[config.mk]
export PLATFORM = sky130hd
export DESIGN_NAME = v810_bus_target
export DESIGN_NICKNAME = d
export VERILOG_FILES = /design/src/rtl/v810_bus_target.sv
export SDC_FILE = /design/constraint.sdc
export NUM_CORES = 1
export LEC_CHECK = 0
export ABC_AREA = 1
export BUFFER_PORTS_ARGS = -buffer_cell sky130_fd_sc_hd__buf_2
export CORE_MARGIN = 8
export CORE_UTILIZATION = 51
export CTS_CLUSTER_DIAMETER = 30
export DETAILED_ROUTE_END_ITERATION = 7
export GPL_TIMING_DRIVEN = 0
export PLACE_DENSITY = 0.83
export SETUP_SLACK_MARGIN = 0.02
export SLEW_MARGIN = 20
export SYNTH_ARGS = -nofsm -noshare
export SYNTH_HDL_FRONTEND = slang
export SYNTH_SLANG_ARGS = --single-unit
[constraint.sdc]
create_clock -name CLK -period 2.5 [get_ports CLK]
set_clock_uncertainty 0.05 [all_clocks]
set_input_delay 0.375 -clock CLK [delete_from_list [all_inputs] [get_ports CLK]]
set_output_delay 0.375 -clock CLK [all_outputs]
set_load 0.02 [all_outputs]
[src/rtl/v810_bus_target.sv]
// V810 external bus responder: decodes CPU bus cycles, forwards them to a REQ/ACK port and
// terminates each cycle with READYn (and SZRQn when configured as a 16-bit target).
module v810_bus_target #(
    parameter logic [31:0] BASE     = 32'h0000_0000,
    parameter logic [31:0] MASK     = 32'h8000_0000,
    parameter bit          BUS16    = 1'b0,
    parameter bit          IO_SPACE = 1'b0,
    parameter bit          ACK_CYC  = 1'b0,
    parameter int unsigned TIMEOUT  = 64
) (
    input  logic        CLK,
    input  logic        RESn,
    input  logic        CE,
    input  logic [31:0] A,
    input  logic [31:0] D_I,
    output logic [31:0] D_O,
    output logic        D_OE,
    input  logic [3:0]  BEn,
    input  logic [1:0]  ST,
    input  logic        DAn,
    input  logic        MRQn,
    input  logic        RW,
    input  logic        BCYSTn,
    output logic        READYn,
    output logic        SZRQn,
    output logic        M_REQ,
    output logic        M_WE,
    output logic [31:0] M_A,
    output logic [3:0]  M_BE,
    output logic [31:0] M_WD,
    input  logic        M_ACK,
    input  logic [31:0] M_RD,
    output logic        TO_ERR
);

    localparam int unsigned CntW = $clog2(TIMEOUT + 1);

    typedef enum logic [1:0] {StIdle, StAddr, StWait, StTerm} state_e;

    state_e            state_q, state_d;
    logic              rw_q, rw_d;
    logic              ack_q, ack_d;
    logic              lane_q, lane_d;
    logic              m_req_q, m_req_d;
    logic              m_we_q, m_we_d;
    logic [31:0]       m_a_q, m_a_d;
    logic [3:0]        m_be_q, m_be_d;
    logic [31:0]       m_wd_q, m_wd_d;
    logic [31:0]       rdata_q, rdata_d;
    logic              to_err_q, to_err_d;
    logic [CntW-1:0]   cnt_q, cnt_d;

    logic              is_ack;
    logic              is_hit;
    logic [15:0]       rd_half;

    // Acknowledge cycles carry no meaningful address, so they bypass the decoder.
    assign is_ack  = MRQn && ST[0];
    assign is_hit  = ((A & MASK) == BASE) && (IO_SPACE ? (MRQn && (ST == 2'b10)) : !MRQn);
    assign rd_half = lane_q ? M_RD[31:16] : M_RD[15:0];

    always_comb begin
        state_d  = state_q;
        rw_d     = rw_q;
        ack_d    = ack_q;
        lane_d   = lane_q;
        m_req_d  = m_req_q;
        m_we_d   = m_we_q;
        m_a_d    = m_a_q;
        m_be_d   = m_be_q;
        m_wd_d   = m_wd_q;
        rdata_d  = rdata_q;
        to_err_d = 1'b0;
        cnt_d    = cnt_q;
        unique case (state_q)
            StIdle: begin
                if (!BCYSTn) begin
                    if (is_ack) begin
                        if (ACK_CYC) begin
                            ack_d   = 1'b1;
                            rw_d    = RW;
                            state_d = StTerm;
                        end
                    end else if (is_hit) begin
                        ack_d   = 1'b0;
                        rw_d    = RW;
                        lane_d  = A[1];
                        m_we_d  = !RW;
                        m_a_d   = A;
                        if (BUS16) begin
                            m_be_d = A[1] ? {~BEn[3:2], 2'b00} : {2'b00, ~BEn[1:0]};
                        end else begin
                            m_be_d = ~BEn;
                        end
                        state_d = StAddr;
                    end
                end
            end
            StAddr: begin
                if (!DAn) begin
                    if (!rw_q) begin
                        m_wd_d = BUS16 ? {D_I[15:0], D_I[15:0]} : D_I;
                    end
                    m_req_d = 1'b1;
                    cnt_d   = CntW'(TIMEOUT);
                    state_d = StWait;
                end
            end
            StWait: begin
                // An acknowledge arriving on the expiry cycle still completes normally.
                if (M_ACK) begin
                    m_req_d = 1'b0;
                    rdata_d = BUS16 ? {rd_half, rd_half} : M_RD;
                    state_d = StTerm;
                end else if (cnt_q <= CntW'(1)) begin
                    m_req_d  = 1'b0;
                    rdata_d  = 32'hFFFF_FFFF;
                    to_err_d = 1'b1;
                    state_d  = StTerm;
                end else begin
                    cnt_d = cnt_q - CntW'(1);
                end
            end
            StTerm: begin
                state_d = StIdle;
            end
            default: begin
                state_d = StIdle;
            end
        endcase
    end

    always_ff @(posedge CLK or negedge RESn) begin
        if (!RESn) begin
            state_q  <= StIdle;
            rw_q     <= 1'b0;
            ack_q    <= 1'b0;
            lane_q   <= 1'b0;
            m_req_q  <= 1'b0;
            m_we_q   <= 1'b0;
            m_a_q    <= 32'h0;
            m_be_q   <= 4'h0;
            m_wd_q   <= 32'h0;
            rdata_q  <= 32'h0;
            to_err_q <= 1'b0;
            cnt_q    <= '0;
        end else if (CE) begin
            state_q  <= state_d;
            rw_q     <= rw_d;
            ack_q    <= ack_d;
            lane_q   <= lane_d;
            m_req_q  <= m_req_d;
            m_we_q   <= m_we_d;
            m_a_q    <= m_a_d;
            m_be_q   <= m_be_d;
            m_wd_q   <= m_wd_d;
            rdata_q  <= rdata_d;
            to_err_q <= to_err_d;
            cnt_q    <= cnt_d;
        end
    end

    assign READYn = (state_q != StTerm);
    assign SZRQn  = !(BUS16 && (state_q == StTerm));
    assign D_OE   = (state_q == StTerm) && rw_q && !ack_q;
    assign D_O    = rdata_q;
    assign M_REQ  = m_req_q;
    assign M_WE   = m_we_q;
    assign M_A    = m_a_q;
    assign M_BE   = m_be_q;
    assign M_WD   = m_wd_q;
    assign TO_ERR = to_err_q;

endmodule
* Word-level counts from Yosys, hierarchy flattened *
Cells that the tools add are included.

word-level totals
  bits in registers = 113
  input bits = 110
  output and inout port bits = 106
  logic and storage cells = 63

cells by class
  $add $sub $neg = 1
  magnitude comparators = 1
  equality and inequality tests = 11
  mux-type cells = 20
  bitwise logic cells = 5
  reduce and logical (&&, ||, !) cells = 15

operators with widths
  cell                                                 count
  2-to-1 mux 32 bit                                    2
  logical NOT 32 bit                                   1
  2-to-1 mux 7 bit                                     3
  != test 2 bit, second input constant                 7
  case mux 7 bit (2 select lines)                      1
  2-to-1 mux 2 bit                                     6
  AND reduction 5 bit                                  2
  case mux 2 bit (4 select lines)                      1
  AND reduction 4 bit                                  2
  <= comparator 7 x 1 -> 1 bit, second input constant  1
  subtractor 7 x 1 -> 7 bit, second input constant     1
  2-to-1 mux 1 bit                                     6
  AND reduction 6 bit                                  1
  == test 2 bit, second input constant                 2
  NOT 1 bit                                            4
  NOT 4 bit                                            1
  nonzero test 2 bit                                   2
  logical AND 1 bit                                    3
  != test 3 bit, second input constant                 1
  AND reduction 3 bit                                  1
  == test 2 x 1 -> 1 bit, second input constant        1
  logical NOT 1 bit                                    2
  logical NOT 2 bit                                    1
  case mux 1 bit (2 select lines)                      1

* Longest topological paths before layout *
Gate-level depths: netlist (run 1).

  depth in word-level cells = 6
  depth in mapped cells = 10
  gate-level depth less buffers = 10

* Least setup slack after synthesis (run 1) *
OpenSTA, ideal clock, no wires.

  kind = reg2reg
  start = register state_q[0]
  end = register rdata_q[11] (netlist: D_O[11])
  library setup time = 0.066 ns
  arrival time = 1.352 ns
  data required time = 2.384 ns
  slack = 1.031 ns
  cell stages (with the launch flop) = 7
  path through = dfrtp_1 inv_1 ha_1 buf_2 clkbuf_1 nand4_1 nand2_1

between the ends
  cells in the longest elaborated chain, start to end = 2

ends and longest elaborated chain
  what                           RTL line  text
  start, declared                40        state_e state_q, state_d;
  start signal, assigned         135       state_q <= StIdle;
  start signal, assigned         148       state_q <= state_d;
  == test 2 bit                  75        unique case (state_q)
  AND reduction 3 bit (no line)  --
  end signal, assigned           157       rdata_q <= rdata_d;
  end, declared                  49        logic [31:0] rdata_q, rdata_d;

No other way between the ends.
A chain may end at the register's enable or synchronous reset.

* Worst setup path in the final report (run 1) *
  start = register state_q[0]
  end = register rdata_q[12] (netlist: D_O[12])

Same word-level chain as after synthesis.

==> results of run 1 <==
[critical path: stages (launching register included)]
cell      delay, ps
dfrtp_1         410
inv_1           100
ha_1            290
buf_2           270
clkbuf_1        370
nand4_1         200
nand2_1         100
[Yosys cell counts]
| library cell | n | area, um^2 |
|---|---|---|
| a21oi_1 | 1 | 5.00 |
| buf_1 | 1 | 3.75 |
| clkbuf_1 | 12 | 45.0 |
| ha_1 | 6 | 75.1 |
| nor2_2 | 3 | 18.8 |
| xnor2_1 | 1 | 8.76 |
| nor2_1 | 17 | 63.8 |
| buf_2 | 7 | 35.0 |
| mux2_2 | 30 | 338 |
| mux2_1 | 2 | 22.5 |
| conb_1 | 1 | 3.75 |
| buf_4 | 5 | 37.5 |
| nand3_2 | 3 | 30.0 |
| o21ai_0 | 9 | 45.0 |
| nand2_1 | 195 | 732 |
| inv_1 | 19 | 71.3 |
| nand2_2 | 2 | 12.5 |
| dfrtp_1 | 113 | 2830 |
| xor2_1 | 2 | 17.5 |
| nand3_1 | 12 | 60.1 |
| nand4_1 | 36 | 225 |
| buf_6 | 3 | 33.8 |
| nand3b_1 | 1 | 7.51 |
| nand3_4 | 2 | 35.0 |
| or2_2 | 33 | 206 |
| inv_2 | 1 | 3.75 |
[timing repair]
item                                   in CTS  in global routing
setup buffers                               0                  0
hold buffers                               17                  0
endpoints found under the hold margin      54                  0
[cells by family after synthesis]
kind of cell / Yosys count / share of synthesized area [%]
multiplexers: 32 / 7.26
adder cells (fa/ha/maj): 6 / 1.51
buffers and inverters: 48 / 4.64
XOR/XNOR: 3 / 0.529
AO/OA/AOI/OAI: 10 / 1.01
flip-flops: 113 / 57.0
other: 1 / 0.0755
AND/OR/NAND/NOR: 304 / 28.0
[flip-flops by register name, indices dropped and copies added, names as in the netlist]
signal   flops
M_WE         1
cnt_q        7
M_BE         4
TO_ERR       1
M_WD        32
state_q      2
rw_q         1
M_REQ        1
M_A         32
D_O         32
[final cells by class]
class	count	area [um^2]	share of cell area, %
Timing Repair Buffer	231	1270	18.2
Multi-Input combinational cell	356	1910	27.3
Clock buffer	21	449	6.43
Inverter	20	75.1	1.07
Clock inverter	10	135	1.93
Sequential cell	113	2830	40.5
Tap cell	133	166	2.38
Buffer	28	155	2.22
[report_power, final]
| part | internal [mW] | total, mW | switching (mW) |
|---|---|---|---|
| sequential | 2.73 | 3.27 | 0.541 |
| clock | 1.56 | 2.39 | 0.831 |
| combinational | 1.42 | 4.00 | 2.58 |
| total | 5.70 | 9.66 | 3.95 |
[placed cells by master (no fill, tap or decap)]
| cell type | Yosys | layout |
|---|---|---|
| buf_1 | 1 | 1 |
| buf_4 | 5 | 5 |
| dfrtp_1 | 113 | 113 |
| o21ai_0 | 9 | 9 |
| clkbuf_1 | 12 | 14 |
| inv_1 | 19 | 19 |
| buf_6 | 3 | 4 |
| mux2_2 | 30 | 30 |
| a21oi_1 | 1 | 1 |
| bufinv_16 | 0 | 3 |
| ha_1 | 6 | 6 |
| buf_2 | 7 | 219 |
| buf_16 | 0 | 1 |
| dlygate4sd3_1 | 0 | 17 |
| clkinv_2 | 0 | 4 |
| nand2_2 | 2 | 2 |
| nand3_2 | 3 | 3 |
| nor2_2 | 3 | 3 |
| clkinvlp_4 | 0 | 1 |
| mux2_1 | 2 | 2 |
| or2_2 | 33 | 33 |
| conb_1 | 1 | 1 |
| xor2_1 | 2 | 2 |
| nand3b_1 | 1 | 1 |
| nand3_1 | 12 | 12 |
| clkinv_4 | 0 | 2 |
| nor2_1 | 17 | 17 |
| inv_2 | 1 | 1 |
| clkbuf_16 | 0 | 16 |
| nand4_1 | 36 | 36 |
| clkbuf_8 | 0 | 3 |
| xnor2_1 | 1 | 1 |
| nand3_4 | 2 | 2 |
| nand2_1 | 195 | 195 |
[worst paths after layout]
check | start | end | cells after the start
max reg2reg | state_q[0] | D_O[12] | 6
max | state_q[0] | D_O[12] | 6
max in group asynchronous | RESn | M_A[15] | 3
min | A[16] | M_A[16] | 3
min reg2reg | D_O[10] | D_O[10] | 2
min in group asynchronous | RESn | D_O[17] | 2
[metal layers]
| layer | track usage (%) | part of all wire [%] | wire (um) | vias up |
|---|---|---|---|---|
| met5 | 0 | 0.086 | 13 | - |
| met4 | 10.1 | 2.2 | 336 | 2 |
| li1 | - | - | - | 2161 |
| met2 | 39.7 | 50 | 7580 | 219 |
| met3 | 9.55 | 10 | 1560 | 28 |
| met1 | 25.3 | 37 | 5630 | 2194 |
==> summary.md, run 1 <==
| Metric | Value |
|---|---|
| Status | `finished, final reports clean` |
| Clk slew on worst S/H paths | `50 ps` |
| Power per Cell Area | `1380 nW/um^2` |
| Global route total overflow | `0` |
| Leakage | `3.84 nW` |
| Nets | `a little under 900` |
| IO buf count | `213` |
| FILL cells | `707` |
| Core Area | `9590 um^2` |
| CTS tree | `done` |
| WHS | `20.9 ps` |
| Avg Synthesized Cell Area | `9.60 um^2` |
| Finished Core Util | `between 70 and 80%` |
| Fin. Hold Viols | `0` |
| Tot Pwr | `a little under 10 mW` |
| Largest net degree at the start of global routing | `76` |
| Post-route setup TNS | `0 ps` |
| Num rows | `36` |
| Non-Filler Instances | `912` |
| Sequential-to-total area share from yosys stat | `57.0%` |
| Fmax | `539 MHz` |
| Number of global-route vias before repair | `4932` |
| Antenna fix cells | `0` |
| Syn-to-layout area delta | `40.7%` |
| Detailed router's first-iteration violation count | `287` |
| Placed Area | `about 6200 um^2` |
| Post-CTS resize count | `0` |
| Cells after Synth | `~520` |
| Root Buffer | `clkbuf_8` |
| Final period util | `74.2%` |
| Final Cell Area | `6990 um^2` |
| Max Slew Vio Count | `0` |
| First-pass GRT wire length | `24200 um` |
| Required time of the critical path | `2890 ps` |
| TritonCTS Buffers | `17` |
| DRC errors left | `0` |
| Maximum buffer depth of the clock tree | `2` |
| Ys Warns | `0` |
| Drt first pass iters | `5` |
| Top-Level Pins | `roughly 220` |
| CTS H-tree lvls | `4` |
| Total of max-cap violations | `0` |
| Die width | `115 um` |
| Die area | `13100 um^2` |
| Remaining antenna violation count | `0` |
| Internal reg-to-reg setup slack | `640 ps` |
| Critical Path Source Type | `flop` |
| GRT Total Usage | `23.4%` |
| Setup violations, final | `0` |
| CTS sink cnt | `roughly 110` |
| Initial antenna violation count | `1` |
| Via Count | `4604` |
| Pre-CTS worst setup slack | `approximately 700 ps` |
| Worst vdd ir | `0.759 mV` |
| Synthesized net count | `633` |
| Vias per cell | `a little over 5` |
| Arrival time at the worst endpoint | `about 2200 ps` |
| Distinct cell type count after synthesis | `26` |
| Synthesized area | `4960 um^2` |
| Final Critical Period | `1860 ps` |
| Final worst slack | `645 ps` |
| Worst-path fanout max | `10` |
| GP Congestion | `0.883` |
| Min-Delay Path Class | `in -> reg` |
| Starting Density | `51.7%` |
| Clk_lat worst skew | `510 ps` |
| Share of cells above drive strength 1 | `a little over two fifths` |
| Height of the die | `115 um` |
| CP Capture Type | `flop` |
| #FFs+latches synth | `113` |
| Placed wire-length estimate | `10600 um` |
| Post-Place Cells | `864` |
| RSZ-0062 raised after global routing | `no` |
| Routed WL per cell | `16.6 um` |
| Routed WL | `15100 um` |
| Critical path class | `reg -> reg` |
Power figures use the tool's default switching activity.
==> inputs of run 2 (changes only) <==
CORE_UTILIZATION = 43   (was 51)
PLACE_DENSITY = 0.74   (was 0.83)
clock period = 1.7 ns   (was 2.5 ns; I/O delays follow)
==> summary.md, run 2 (synthesis results as in run 1) <==
| Metric | Value |
|---|---|
| Net Sw Frac | `40.7%` |
| Routed WL | `roughly 15000 um` |
| Fmax | `600 MHz` |
| Worst r2r src | `cnt_q[1]` |
| DRC errors left | `0` |
| Final worst slack | `34.5 ps` |
| Status | `finished, final reports clean` |
| FILL cells | `886` |
| Root Buffer | `clkbuf_16` |
| Arrival time at the worst endpoint | `1910 ps` |
| CP max stage delay | `400 ps` |
| Starting Density | `43.9%` |
| Nets | `910` |
| Worst vdd ir | `1.24 mV` |
| Critical Path Source Type | `flop` |
| Vias per cell | `slightly below 5` |
| Max_slew headroom | `64.0%` |
| Psw | `5.86 mW` |
| Num rows | `39` |
| Final period util | `98.0%` |
| Int Pwr | `8.53 mW` |
| Syn-to-layout area delta | `49.5%` |
| CP Capture Point | `D_O[28]` |
| Pre-CTS worst setup slack | `-117 ps` |
| Number of global-route vias before repair | `4965` |
| Worst-path fanout max | `8` |
| Min-Delay Path Class | `in -> reg` |
| Critical Path, Cell by Cell | `inv_2, ha_4, inv_2, nor2_2, nand3_2, nand3_4, nand3_4, clkbuf_16, nand2_2, nand2_2` |
| Worst R2R End | `D_O[28]` |
| Max Slew Vio Count | `0` |
| Core Area | `around 11000 um^2` |
| Fin. Hold Viols | `0` |
| IO buf count | `213` |
| Total of max-cap violations | `0` |
| Critical path class | `reg -> reg` |
| Initial antenna violation count | `2` |
| Top-Level Pins | `216` |
| Antenna fix cells | `0` |
| Sequential Power Share | `33.5%` |
| Global route total overflow | `0` |
| Finished Core Util | `65.6%` |
| Worst Tran Pin Value | `539 ps` |
| Internal reg-to-reg setup slack | `30 ps` |
| Clk_lat worst skew | `410 ps` |
| Maximum buffer depth of the clock tree | `2` |
| Commonest cells after routing, fill and taps aside | `buf_2 (215), nand2_1 (169), dfrtp_1 (113)` |
| RSZ-0062 raised after global routing | `yes` |
| Reg2Reg Depth | `10` |
| Largest net degree at the start of global routing | `61` |
| Power per Cell Area | `1940 nW/um^2` |
| Detailed router's first-iteration violation count | `274` |
| Setup violations, final | `0` |
| Remaining antenna violation count | `0` |
| Leakage | `4.00 nW` |
| TritonCTS Buffers | `17` |
| Routed WL per cell | `16.4 um` |
| First-pass GRT wire length | `23800 um` |
| Final Critical Period | `approximately 1700 ps` |
| Reg area | `approximately 2800 um^2` |
| Die width | `around 120 um` |
| Share of cells above drive strength 1 | `a little under half` |
| CTS H-tree lvls | `4` |
| CP max stage cell | `dfrtp_1` |
| Combinational share of power | `43.6%` |
| CTS tree | `done` |
| Height of the die | `between 100 and 150 um` |
| CP Capture Type | `flop` |
| Clock share of power | `~23%` |
| Multi-input logic area | `~2000 um^2` |
| Drt first pass iters | `5` |
| CTS sink cnt | `approximately 110` |
| GP Congestion | `0.860` |
| Placed wire-length estimate | `approximately 11000 um` |
| Critical path launch point | `cnt_q[1]` |
| Via Count | `4633` |
| GRT Total Usage | `19.9%` |
| Commonest non-fill, non-tap cell in the layout | `buf_2` |
| Die area | `15200 um^2` |
| Clk slew on worst S/H paths | `around 50 ps` |
| Hold Path Depth | `2` |
| Required time of the critical path | `1950 ps` |
## run 2: cell types whose count changed in the layout (fill, tap and decap cells not counted), moves of 6 or more
cell,before,now
buf_4,5,11
clkbuf_4,0,6
dlygate4sd3_1,17,35
nand2_1,195,169
nand2_2,2,25
## run 2: worst max-delay path: cells and delay by family, from the launching register on
kind	cells	cell delay, ps
AND/OR/NAND/NOR	6	650
adder cells (fa/ha/maj)	1	120
flip-flops	1	400
buffers and inverters	3	340
## run 2: power by group through the flow
stage | logic [mW] | registers [mW] | clock network [mW]
5_1_grt | 6.81 | 4.98 | 3.50
4_1_cts | 5.96 | 4.73 | 3.35
6_report | 6.27 | 4.82 | 3.29
3_3_place_gp | 5.68 | 4.69 | 0
2_1_floorplan | 2.15 | 6.25 | 0
3_5_place_dp | 5.86 | 4.73 | 0
## run 2: final cells by class
class,count,area share (%)
repair buffers,258,21.0
inverters,20,1.05
plain buffers,28,2.75
well taps,143,2.41
clock buffers,22,6.12
flip-flops and latches,113,38.1
clock inverters,7,1.18
multi-input cells,356,27.5
## run 2: repair_timing
item,CTS,global route
hold buffers,35,0
buffers inserted,0,6
hold endpoints to repair,87,0
gates cloned,0,3
endpoints found under the setup margin,73,108
gates resized for setup,12,67
pin swaps,1,5
## run 2: through the flow
step | power, mW | hold WS [ps] | instance area, um^2 | std cells | setup TNS (ps)
after floorplan | 8.40 | -90.6 | 4960 | 517 | 0
after global routing | 15.3 | 11.3 | 7420 | 947 | -807
after detailed placement | 10.6 | 204 | 6240 | 874 | -4720
final | 14.4 | 18.2 | 7420 | 947 | 0
after global placement | 10.4 | 399 | 6210 | 873 | -112950
after CTS | 14.0 | 2.19 | 7160 | 938 | 0
## run 2: layer usage
| metal | wire, um | vias to the layer above | track usage (%) |
|---|---|---|---|
| met3 | 1620 | 26 | 8.72 |
| li1 | - | 2224 | - |
| met5 | 26 | - | 0 |
| met1 | 5890 | 2184 | 22.4 |
| met4 | 204 | 4 | 6.25 |
| met2 | 7750 | 195 | 33.2 |
## run 2: worst min path at each step
stage	startpoint	endpoint
finish	D_I[10]	M_WD[10]
global route	D_I[10]	M_WD[10]
CTS	A[14]	M_A[14]
detailed placement	RESn	M_A[9]
global placement	A[28]	M_A[28]
floorplan	RESn	D_O[0]
